`config.mk`:
```
export PLATFORM = sky130hd
export DESIGN_NAME = fifo_uart_tx
export DESIGN_NICKNAME = d
export VERILOG_FILES = /design/src/rtl/fifo_uart_pkg.sv /design/src/rtl/uart_baud_gen.sv /design/src/rtl/fifo_uart_tx.sv
export SDC_FILE = /design/constraint.sdc
export NUM_CORES = 1
export LEC_CHECK = 0
export CAP_MARGIN = 30
export CELL_PAD_IN_SITES_DETAIL_PLACEMENT = 0
export CELL_PAD_IN_SITES_GLOBAL_PLACEMENT = 2
export CORE_MARGIN = 2
export CORE_UTILIZATION = 37
export DETAILED_ROUTE_END_ITERATION = 12
export PLACE_DENSITY_LB_ADDON = 0.25
export SYNTH_ARGS = -nofsm -noshare
export SYNTH_HDL_FRONTEND = slang
export SYNTH_SLANG_ARGS = --single-unit
```
`constraint.sdc`:
```
create_clock -name clk -period 6.25 [get_ports clk]
set_input_delay 1.25 -clock clk [delete_from_list [all_inputs] [get_ports clk]]
set_output_delay 1.25 -clock clk [all_outputs]
set_load 0.005 [all_outputs]
```
`src/rtl/fifo_uart_pkg.sv`:
```
// Shared definitions for the FIFO-draining UART transmitter: FSM encoding and
// frame geometry.
package fifo_uart_pkg;

  localparam int WORD_W         = 16;
  localparam int BYTE_W         = 8;
  localparam int FRAME_BITS     = 10;
  localparam int BYTES_PER_WORD = 2;

  typedef enum logic [2:0] {
    ST_IDLE  = 3'd0,
    ST_LOAD  = 3'd1,
    ST_START = 3'd2,
    ST_DATA  = 3'd3,
    ST_STOP  = 3'd4
  } state_t;

endpackage

```
`src/rtl/uart_baud_gen.sv`:
```
// Bit-period timer: counts 0..CLK_DIV-1 and flags the last cycle of each bit.
module uart_baud_gen #(
  parameter int CLK_DIV = 868
) (
  input  logic clk,
  input  logic rst_n,
  input  logic clr,
  output logic tick
);

  localparam int CNT_W = (CLK_DIV > 1) ? $clog2(CLK_DIV) : 1;
  localparam logic [CNT_W-1:0] LAST = CNT_W'(CLK_DIV - 1);

  logic [CNT_W-1:0] cnt;

  assign tick = (cnt == LAST);

  // NOTE: state registers use non-blocking assignments and the async reset branch
  // comes first, so every flop clears the instant rst_n falls.
  always_ff @(posedge clk or negedge rst_n) begin
    if (!rst_n) begin
      cnt <= '0;
    end else if (clr || tick) begin
      cnt <= '0;
    end else begin
      cnt <= cnt + 1'b1;
    end
  end

endmodule

```
`src/rtl/fifo_uart_tx.sv`:
```
// Drains 16-bit words from a FIFO and sends each as two 8N1 UART frames,
// low byte first, with at most one word in flight.
module fifo_uart_tx
  import fifo_uart_pkg::*;
#(
  parameter int CLK_DIV = 868
) (
  input  logic              clk,
  input  logic              rst_n,
  input  logic              en,
  input  logic              fifo_empty,
  input  logic [WORD_W-1:0] fifo_dout,
  output logic              fifo_rd,
  output logic              tx,
  output logic              busy,
  output logic [WORD_W-1:0] word_cnt
);

  state_t              state, state_nx;
  logic [WORD_W-1:0]   word_reg;
  logic                byte_sel;
  logic [2:0]          bit_idx;
  logic [BYTE_W-1:0]   cur_byte;
  logic                bit_end;
  logic                baud_clr;

  assign cur_byte = byte_sel ? word_reg[15:8] : word_reg[7:0];

  // Holding the timer at zero outside a frame makes START last exactly CLK_DIV cycles.
  assign baud_clr = (state == ST_IDLE) || (state == ST_LOAD);

  uart_baud_gen #(
    .CLK_DIV (CLK_DIV)
  ) u_baud (
    .clk   (clk),
    .rst_n (rst_n),
    .clr   (baud_clr),
    .tick  (bit_end)
  );

  always_ff @(posedge clk or negedge rst_n) begin
    if (!rst_n) begin
      state <= ST_IDLE;
    end else begin
      state <= state_nx;
    end
  end

  // NOTE: next_state is defaulted before the case so no path leaves it unassigned
  // (which would infer a latch).
  always_comb begin
    state_nx = state;
    case (state)
      ST_IDLE:  if (en && !fifo_empty) state_nx = ST_LOAD;
      ST_LOAD:  state_nx = ST_START;
      ST_START: if (bit_end) state_nx = ST_DATA;
      ST_DATA:  if (bit_end && (bit_idx == 3'd7)) state_nx = ST_STOP;
      ST_STOP: begin
        if (bit_end) begin
          if (!byte_sel)                state_nx = ST_START;
          else if (en && !fifo_empty)   state_nx = ST_LOAD;
          else                          state_nx = ST_IDLE;
        end
      end
      default:  state_nx = ST_IDLE;
    endcase
  end

  always_ff @(posedge clk or negedge rst_n) begin
    if (!rst_n) begin
      word_reg <= '0;
      byte_sel <= 1'b0;
      bit_idx  <= '0;
      word_cnt <= '0;
    end else begin
      case (state)
        ST_LOAD: begin
          word_reg <= fifo_dout;
          byte_sel <= 1'b0;
          bit_idx  <= '0;
        end
        ST_START: if (bit_end) bit_idx <= '0;
        ST_DATA:  if (bit_end) bit_idx <= bit_idx + 3'd1;
        ST_STOP: begin
          if (bit_end) begin
            if (!byte_sel) byte_sel <= 1'b1;
            else           word_cnt <= word_cnt + 1'b1;
          end
        end
        default: ;
      endcase
    end
  end

  // Moore-decoded outputs: tx returns high the instant reset forces IDLE.
  always_comb begin
    fifo_rd = (state == ST_LOAD);
    busy    = (state != ST_IDLE);
    case (state)
      ST_START: tx = 1'b0;
      ST_DATA:  tx = cur_byte[bit_idx];
      default:  tx = 1'b1;
    endcase
  end

endmodule
```
==> flow_summary.json <==
{
  "multiInputGateArea_mm2": 0.00112,
  "ys_seq_elements": 49,
  "timing.final.crit_share": 0.582,
  "die_x_um": 84.6,
  "post-dp-hpwl_mm": 3.22,
  "ir_drop_mv": 0.110,
  "pwr_density_cell_mw_per_mm2": 208,
  "reg2reg_depth": 5,
  "relSlewSlack": 0.456,
  "rrSetupSlack_ps": 4070,
  "setup_tns_ps": 0,
  "num_rows": 29,
  "rr_endpoint": "word_cnt[15]$_DFFE_PN0P_",
  "rsz0062_at_grt": "false",
  "synthesis.nets": 237,
  "nFillCells": 616,
  "vias_per_cell": 5.00,
  "htree_levels": 2,
  "wl_mm": 4.63,
  "clk_pin_slew_ps": 90,
  "crit_arrival_ps": 2390,
  "final_common_cell": "dfrtp_1",
  "hold_path_depth": 1,
  "port_buffers": 38,
  "synth-adder-area-share": 0.0208,
  "hp-start": "word_cnt[15]$_DFFE_PN0P_",
  "crit_type": "reg -> out",
  "fin_crit_ps": 3640,
  "cp_slowest_cell": "and2_1",
  "firstDrtPassIters": 4,
  "max_stage_delay_ps": 660,
  "syn_area_per_cell_um2": 11.3,
  "grt_antenna_before_repair": 0,
  "pin_count": 39,
  "grt_start_max_net_pins": 50,
  "synth_xor_area_frac": 0.0875,
  "n_antenna_cell": 0,
  "synth_area_leaders": "dfrtp_1 (51%), mux2_2 (7.5%), xnor2_1 (4.7%)",
  "clk-insertion-delay-late_ps": 310,
  "synth_compound_area_frac": 0.0495,
  "cts_buffers": 5,
  "cts_num_sinks": 49,
  "maxCapViolCount": 0,
  "crit_start": "state[1]$_DFFE_PN0P_",
  "synth_top_family_by_area": "simple AND/OR/NAND/NOR gates",
  "nets": 274,
  "grt.total_usage": 0.139,
  "hold_path_end": "word_cnt[15]$_DFFE_PN0P_",
  "die_h_um": 84.6,
  "seqCellArea_mm2": 0.00123,
  "route.detailed.drc": 0,
  "yosys_warnings": 0,
  "crit_required_ps": 5000,
  "post_cts_resized": 0,
  "post_cts_buffers": 0,
  "fmax_mhz": 275,
  "cp_max_fo": 17,
  "syn_area_mm2": 0.00240,
  "drive_gt1_frac": 0.143,
  "drt_iter0_markers": 72,
  "hold_class": "reg -> reg",
  "worstReg2RegStart": "u_baud.cnt[0]$_DFF_PN0_",
  "clk_root_buffer_cell": "clkbuf_8",
  "run_status": "completed",
  "dieArea_mm2": 0.00715,
  "synth.top_cell.area_share": 0.510,
  "gp_congestion": 0.719,
  "synthArstFlopShare": 1.00,
  "cts_hold_buffers": 0,
  "grt_pass1_vias": 1658,
  "grt_first_pass_wirelength_mm": 7.95,
  "final_cell_mix": "dfrtp_1 (49), clkdlybuf4s50_1 (37), nor2_1 (17)",
  "ant_nets": 0,
  "path_cells": "nor2_1, and2_1, clkdlybuf4s50_1",
  "synth_cells": 213,
  "via_count": 1640,
  "synth_top_flop_cell": "dfrtp_1",
  "synth-edff-count": 0,
  "cellLeakagePower_uw": 0.00125,
  "yosysUniqueCellTypes": 41,
  "core_mm2": 0.00631,
  "worstSetupStartpointType": "register",
  "setup_viol": 0,
  "end_kind": "output port",
  "tritoncts": "done",
  "fin_skew_ps": 5.51,
  "grt_overflow_total": 0,
  "tightest_slew_ps": 810,
  "ys_seq_area_frac": 0.510,
  "synth_top_area_cell": "dfrtp_1",
  "synthMuxAreaShare": 0.111,
  "clock_path_buffers": 2,
  "area.growth.synth_to_final_pct": 23.8,
  "synth-simple-area-share": 0.195,
  "p_total_uw": 619,
  "hold_viol": 0,
  "wl_per_cell_um": 14.1,
  "start_util": 0.380,
  "final_max_slew_viol_count": 0
}
## cells by family (layout without fill, tap and decap cells)
kind of cell	after synthesis	count (layout)
XOR/XNOR	24	24
buffers and inverters	14	52
AND/OR/NAND/NOR	83	83
adder cells (fa/ha/maj)	4	4
AO/OA/AOI/OAI	18	18
flip-flops	49	49
multiplexers	21	21
## worst max-delay path, delay by kind of cell (launching register included)
family                 cells  cell delay, ps
flip-flops                 1             540
buffers and inverters      1             640
AND/OR/NAND/NOR            2             900
## worst max path at each step
| stage | depth (start not counted) | end |
|---|---|---|
| after floorplan | 5 | tx |
| after global placement | 5 | tx |
| after detailed placement | 3 | fifo_rd |
| after CTS | 3 | fifo_rd |
| after global routing | 3 | fifo_rd |
| final | 3 | fifo_rd |
## cell type report
class / instances / share of cell area
clock inverter: 3 / 0.0219
clock buffer: 5 / 0.0231
timing repair buffer: 39 / 0.129
tap: 77 / 0.0324
multi-input combinational: 150 / 0.375
inverter: 5 / 0.00631
sequential: 49 / 0.412
## stage by stage
stage	cells	hold slack (ps)	setup slack, ps	cell area (um2)	utilization
final	328	475	2610	2970	0.471
after detailed placement	320	464	2920	2840	0.450
after global routing	328	500	2440	2970	0.471
after floorplan	213	455	3370	2400	-
after CTS	328	478	2570	2970	0.471
after global placement	320	459	2940	2840	0.450
## where the power goes
part           internal, uW  leakage (uW)  switching [uW]
clock                   159     0.0000681             109
combinational          16.1      0.000552            9.34
sequential              322      0.000633            2.83
## routing by layer
layer | global-route usage | wire, um | vias to the layer above
li1 | - | - | 827
met3 | 0.0324 | 172 | 8
met2 | 0.215 | 2150 | 29
met5 | 0 | 0 | -
met4 | 0.0563 | 78 | 0
met1 | 0.190 | 2230 | 776
## cell usage after synthesis (2+ instances only)
cell type	n
inv_1	5
dfrtp_1	49
nand3_1	10
nand2_1	15
xor2_1	11
clkbuf_1	7
mux2_2	16
o21ai_0	5
o211ai_1	4
nand3b_1	4
nor3b_1	2
and3_1	4
and2_1	2
nand2b_1	2
xnor2_1	13
nor4_2	2
mux2i_1	2
nor3_1	3
a211oi_1	2
nor2_1	17
ha_1	4
nor4_1	6
and4_1	2
a21oi_1	2
mux4_2	3
nand4_1	6
(Power assumes the default switching activity.)
